===== src/rtl/led_button_ctrl.sv =====
// Push-button front end (2-flop sync, per-key debounce, press events) feeding a
// four-mode LED state machine, with a software override of the LED bank.
module led_button_ctrl #(
    parameter int unsigned DEBOUNCE_CYCLES = 250000,
    parameter int unsigned STEP_CYCLES     = 3000000
) (
    input  logic       clk,
    input  logic       reset,
    input  logic [3:0] key_n,
    input  logic       sw_en,
    input  logic [3:0] sw_leds,
    output logic [3:0] leds,
    output logic [3:0] pressed,
    output logic [3:0] press_evt,
    output logic [1:0] mode
);
    localparam int unsigned     DB_W    = $clog2(DEBOUNCE_CYCLES);
    localparam int unsigned     ST_W    = $clog2(STEP_CYCLES);
    localparam logic [DB_W-1:0] DB_LAST = DB_W'(DEBOUNCE_CYCLES - 1);
    localparam logic [ST_W-1:0] ST_LAST = ST_W'(STEP_CYCLES - 1);

    typedef enum logic [1:0] {
        MODE_DIRECT = 2'd0,
        MODE_TOGGLE = 2'd1,
        MODE_CHASE  = 2'd2,
        MODE_COUNT  = 2'd3
    } mode_e;

    logic [3:0]      sync1_q, sync2_q, key_lvl_s;
    logic [DB_W-1:0] db_cnt_q [4];
    logic [DB_W-1:0] db_cnt_d [4];
    logic [3:0]      pressed_q, pressed_d, evt_q, evt_d;

    mode_e           mode_q, mode_d;
    logic [3:0]      latch_q, latch_d, pos_q, pos_d, count_q, count_d;
    logic [3:0]      leds_q, leds_d, fsm_leds_s;
    logic            dir_up_q, dir_up_d, paused_q, paused_d;
    logic [ST_W-1:0] timer_q, timer_d;
    logic            advance_s, step_s;

    // Two-flop synchroniser; raw keys idle high, so reset reads as released.
    always_ff @(posedge clk) begin
        if (reset) begin
            sync1_q <= 4'hF;
            sync2_q <= 4'hF;
        end else begin
            sync1_q <= key_n;
            sync2_q <= sync1_q;
        end
    end

    assign key_lvl_s = ~sync2_q;

    // Debounce: flip after DEBOUNCE_CYCLES consecutive differing samples.
    always_comb begin
        pressed_d = pressed_q;
        evt_d     = 4'b0000;
        for (int i = 0; i < 4; i++) begin
            db_cnt_d[i] = '0;
            if (key_lvl_s[i] == pressed_q[i]) begin
                db_cnt_d[i] = '0;
            end else if (db_cnt_q[i] == DB_LAST) begin
                pressed_d[i] = key_lvl_s[i];
                evt_d[i]     = key_lvl_s[i];
                db_cnt_d[i]  = '0;
            end else begin
                db_cnt_d[i] = db_cnt_q[i] + DB_W'(1);
            end
        end
    end

    // Debounce state registers.
    always_ff @(posedge clk) begin
        if (reset) begin
            pressed_q <= 4'b0000;
            evt_q     <= 4'b0000;
            for (int i = 0; i < 4; i++) begin
                db_cnt_q[i] <= '0;
            end
        end else begin
            pressed_q <= pressed_d;
            evt_q     <= evt_d;
            for (int i = 0; i < 4; i++) begin
                db_cnt_q[i] <= db_cnt_d[i];
            end
        end
    end

    assign advance_s = evt_q[3] & pressed_q[0];
    assign step_s    = ~paused_q & (timer_q == ST_LAST);

    // Mode FSM next state; an advance resets all per-mode state and swallows the event.
    always_comb begin
        mode_d   = mode_q;
        latch_d  = latch_q;
        pos_d    = pos_q;
        dir_up_d = dir_up_q;
        count_d  = count_q;
        timer_d  = timer_q;
        paused_d = paused_q;
        if (advance_s) begin
            mode_d   = mode_e'(mode_q + 2'd1);
            latch_d  = 4'b0000;
            pos_d    = 4'b0001;
            dir_up_d = 1'b1;
            count_d  = 4'd0;
            timer_d  = '0;
            paused_d = 1'b0;
        end else begin
            if (paused_q) begin
                timer_d = timer_q;
            end else if (step_s) begin
                timer_d = '0;
            end else begin
                timer_d = timer_q + ST_W'(1);
            end
            case (mode_q)
                MODE_TOGGLE: latch_d = latch_q ^ evt_q;
                MODE_CHASE: begin
                    if (step_s) begin
                        pos_d = dir_up_q ? {pos_q[2:0], pos_q[3]} : {pos_q[0], pos_q[3:1]};
                    end else begin
                        pos_d = pos_q;
                    end
                    dir_up_d = dir_up_q ^ evt_q[1];
                    paused_d = paused_q ^ evt_q[2];
                end
                MODE_COUNT: begin
                    // A clear beats a coincident step and restarts the step period.
                    if (evt_q[1]) begin
                        count_d = 4'd0;
                        timer_d = '0;
                    end else if (step_s) begin
                        count_d = count_q + 4'd1;
                    end else begin
                        count_d = count_q;
                    end
                    paused_d = paused_q ^ evt_q[2];
                end
                default: latch_d = latch_q;
            endcase
        end
    end

    // LED drive from the next FSM state so events and steps show one cycle later.
    always_comb begin
        fsm_leds_s = 4'b0000;
        case (mode_d)
            MODE_DIRECT: fsm_leds_s = pressed_q;
            MODE_TOGGLE: fsm_leds_s = latch_d;
            MODE_CHASE:  fsm_leds_s = pos_d;
            MODE_COUNT:  fsm_leds_s = count_d;
            default:     fsm_leds_s = 4'b0000;
        endcase
        if (sw_en) begin
            leds_d = sw_leds;
        end else begin
            leds_d = fsm_leds_s;
        end
    end

    // Mode FSM and LED registers.
    always_ff @(posedge clk) begin
        if (reset) begin
            mode_q   <= MODE_DIRECT;
            latch_q  <= 4'b0000;
            pos_q    <= 4'b0001;
            dir_up_q <= 1'b1;
            count_q  <= 4'd0;
            timer_q  <= '0;
            paused_q <= 1'b0;
            leds_q   <= 4'b0000;
        end else begin
            mode_q   <= mode_d;
            latch_q  <= latch_d;
            pos_q    <= pos_d;
            dir_up_q <= dir_up_d;
            count_q  <= count_d;
            timer_q  <= timer_d;
            paused_q <= paused_d;
            leds_q   <= leds_d;
        end
    end

    assign leds      = leds_q;
    assign pressed   = pressed_q;
    assign press_evt = evt_q;
    assign mode      = mode_q;

endmodule


===== config.mk =====
export PLATFORM = sky130hd
export DESIGN_NAME = led_button_ctrl
export DESIGN_NICKNAME = d
export VERILOG_FILES = /design/src/rtl/led_button_ctrl.sv
export SDC_FILE = /design/constraint.sdc
export NUM_CORES = 1
export LEC_CHECK = 0
export ABC_AREA = 1
export CAP_MARGIN = 20
export CORE_MARGIN = 4
export CORE_UTILIZATION = 60
export CTS_CLUSTER_SIZE = 16
export DETAILED_ROUTE_END_ITERATION = 10
export GPL_TIMING_DRIVEN = 1
export PLACE_DENSITY = 0.79
export SETUP_SLACK_MARGIN = 0.15
export SYNTH_ARGS = -nofsm -noshare
export SYNTH_HDL_FRONTEND = slang
export SYNTH_SLANG_ARGS = --single-unit

===== constraint.sdc =====
create_clock -name clk -period 2.55 [get_ports clk]
set_input_delay 0.765 -clock clk [delete_from_list [all_inputs] [get_ports clk]]
set_output_delay 0.765 -clock clk [all_outputs]
set_load 0.02 [all_outputs]

==> out/metrics.yaml, run 1 <==
routing:
  drc: 0
  drt_iter0_drc: 304
  dr_total_vias: 5535
  wl_um: 13330
  wire_per_inst_um: 12.99
  dr.pass1.iters: 5
  ant_nets: 0
  vias_per_cell: 5.395
sta:
  fin_skew_ns: 0.006514
  hold_violations: 0
  finalSetupViolCount: 0
  setup_tns_ns: 0
  finalMaxSlewViolations: 0
  tightest_slew_ns: 0.7487
  fin_ws_ns: 0.2412
  fmax_mhz: 433.1
  min_period_over_period_pct: 90.54
  rsz0062_at_grt: "false"
  worst_hold_slack_ns: 0.4090
  min_period_ns: 2.309
  relSlewSlack_pct: 49.94
cells_and_area:
  drive_gt1_share_pct: 13.71
  multi_input_area_um2: 3186
  final_nets: 898
  diodes: 0
  area_growth_pct: 15.86
  register_area_um2: 2603
  n_fill_cell: 826
  final_util_pct: 71.03
  fin_area_um2: 7267
  stdcell_count: 1026
floorplan:
  die-area_um2: 12150
  core-area_um2: 10230
  chipWidth_um: 110.2
  start_util_pct: 61.31
  io_pins: 25
  die-height_um: 110.2
  rows: 37
global_routing:
  antenna_found_initial: 0
  grt-ovfl-total: 0
  grt_max_degree: 19
  grt_pass1_vias: 5357
  gr-usage-all-layers_pct: 23.79
  grt_pass1_wl_um: 22850
power:
  p_sw_uw: 969.9
  ir_worst_vdd_mv: 0.5144
  p_comb_share_pct: 2.1
  swShare_pct: 21.68
  p_per_area_nw_per_um2: 615.6
  p_seq_share_pct: 46.0
  p_total_mw: 4.474
  p_int_mw: 3.504
  p_leak_nw: 2.877
  clockPowerShare_pct: 51.9
critical_path:
  path_buf_inv: 1
  crit_arrival_ns: 1.54
  path_max_fanout: 4
  cp.required_ns: 1.79
  path_cells: "clkdlybuf4s50_1"
  start_kind: "register"
  slowest_delay_ns: 0.63
  crit_type: "reg -> out"
  cpLargestDelayFamily: "buffers and inverters"
  critPathCaptureType: "output pin"
  slowest_stage: "clkdlybuf4s50_1"
clock_tree:
  root_buffer: "clkbuf_8"
  worstSkewPairLatency_ns: 0.53
  cts.reportedPaths.clkPinSlew_ns: 0.06
  cts.path.max_buffers: 2
  cts_tree: "yes"
  cts_sinks: 130
  htreeDepth: 4
  cts_buffers: 17
yosys:
  synth.yosys.seq_area_share_pct: 41.49
  synthArstFlopShare_pct: 0
  ys.warnings.count: 0
  synth_edf_count: 0
  syn_inst: 837
  netlist_area_um2: 6272
  synth_area_leaders: "dfxtp_1 41%, nand2_1 8.6%, nor2_1 6.8%"
  synthDistinctLibCells: 48
  yosysTopAreaCell: "dfxtp_1"
  syn_nets: 857
  syn_avg_cell_area_um2: 7.494
  synthFlopType: "dfxtp_1"
  ys_seq_elements: 130
  synth_top_cell_area_share_pct: 41.49
placement:
  gp_congestion: 0.8881
  postPlaceCellArea_um2: 6689
  placedCellCount: 995
  dpl.hpwl_um: 9644
  io_buffers: 24
  place_ws_ns: -0.03079
hold_path:
  min_path_type: "reg -> reg"
outcome:
  status: "finished, final reports clean"
job:
  maxCapViolCount: 0
==> area by class of cell <==
type	count	area share [%]
clock buffer	19	5.940
clock inverter	12	1.860
inverter	114	5.923
multi-input combinational	583	43.84
sequential	130	35.81
tap	136	2.342
timing repair buffer	32	4.287
==> state kept, by name, summed over array words and instances, names as in the netlist <==
name	flops
leds	4
dir_up_q	1
pos_q	4
db_cnt_q	72
pressed	4
sync2_q	4
timer_q	22
sync1_q	4
mode	2
count_q	4
latch_q	4
paused_q	1
press_evt	4
==> cells by family (layout without fill, tap and decap cells) <==
group                      after synthesis  in the layout  synth area share [%]
and+or+nand+nor                        459            459                 37.14
DFF                                    130            130                 41.49
AOI/OAI and AO/OA                       92             92                 8.637
adders and majority gates                9              9                 1.795
xor gates and xnor gates                23             23                 3.212
buffers and inverters                  124            177                 7.720
==> cell usage after synthesis (all sizes together) (7+ instances only) <==
| cell type | count |
|---|---|
| a21oi | 43 |
| dfxtp | 130 |
| ha | 9 |
| inv | 112 |
| nand2 | 161 |
| nand3 | 51 |
| nand4 | 30 |
| nor2 | 135 |
| nor3 | 38 |
| nor3b | 12 |
| nor4 | 11 |
| o21a | 7 |
| o21ai | 25 |
| or2 | 14 |
| xor2 | 19 |
==> power groups by stage <==
stage          combinational (mW)  clock, mW  sequential [mW]
4_1_cts                    0.0942       2.35             2.06
5_1_grt                     0.105       2.45             2.06
2_1_floorplan              0.0492          0             2.10
6_report                   0.0944       2.32             2.06
3_3_place_gp               0.0912          0             2.10
3_5_place_dp               0.0937          0             2.10
==> path summary, 6_finish.rpt <==
kind              start          end  slack [ns]  depth (start not counted)
max          pressed[3]   pressed[3]        0.24                          1
min          sync1_q[2]   sync2_q[2]        0.41                          1
max reg2reg  timer_q[0]  timer_q[16]        0.51                         12
min reg2reg  sync1_q[2]   sync2_q[2]        0.41                          1
==> cell usage in the layout (no fill, tap or decap), types with 6 or more instances in the layout <==
cell	synthesis	final
nor3b_1	11	11
nand3_2	8	8
nand2_2	16	16
clkbuf_16	0	16
o21a_1	7	7
nand3_1	43	43
dfxtp_1	130	130
buf_4	4	8
or2_2	13	13
inv_2	6	6
nand2_1	143	143
nor3_1	32	32
nor2_2	10	10
ha_1	9	9
a21oi_1	42	42
clkdlybuf4s50_1	0	18
inv_1	105	105
nor4_1	11	11
nand4_1	26	26
nor2_4	11	11
xor2_1	19	19
nor2_1	114	114
o21ai_0	21	21
==> per-layer routing <==
layer	global-route usage (%)	vias up	wire length (um)
li1	-	2813	-
met4	12.84	0	398
met1	26.60	2550	5707
met5	0	-	0
met3	6.057	42	584
met2	41.38	130	6634
==> timing repair <==
item / CTS / global route
resized for setup: 1 / 5
buffers inserted: 0 / 0
hold buffers: 0 / 0
endpoints found under the hold margin: 0 / 0
endpoints found under the setup margin: 1 / 5
Note: power is estimated with default switching activity, not from simulation.
==> inputs of run 2 (changes only) <==
--- a/config.mk
+++ b/config.mk
@@ -12,6 +12,7 @@
 export CTS_CLUSTER_SIZE = 16
 export DETAILED_ROUTE_END_ITERATION = 10
 export GPL_TIMING_DRIVEN = 1
+export HOLD_SLACK_MARGIN = 0.05
 export PLACE_DENSITY = 0.79
 export SETUP_SLACK_MARGIN = 0.15
 export SYNTH_ARGS = -nofsm -noshare
==> results of run 2 <==
The final DEF is identical to that of run 1; final timing and power are the same.
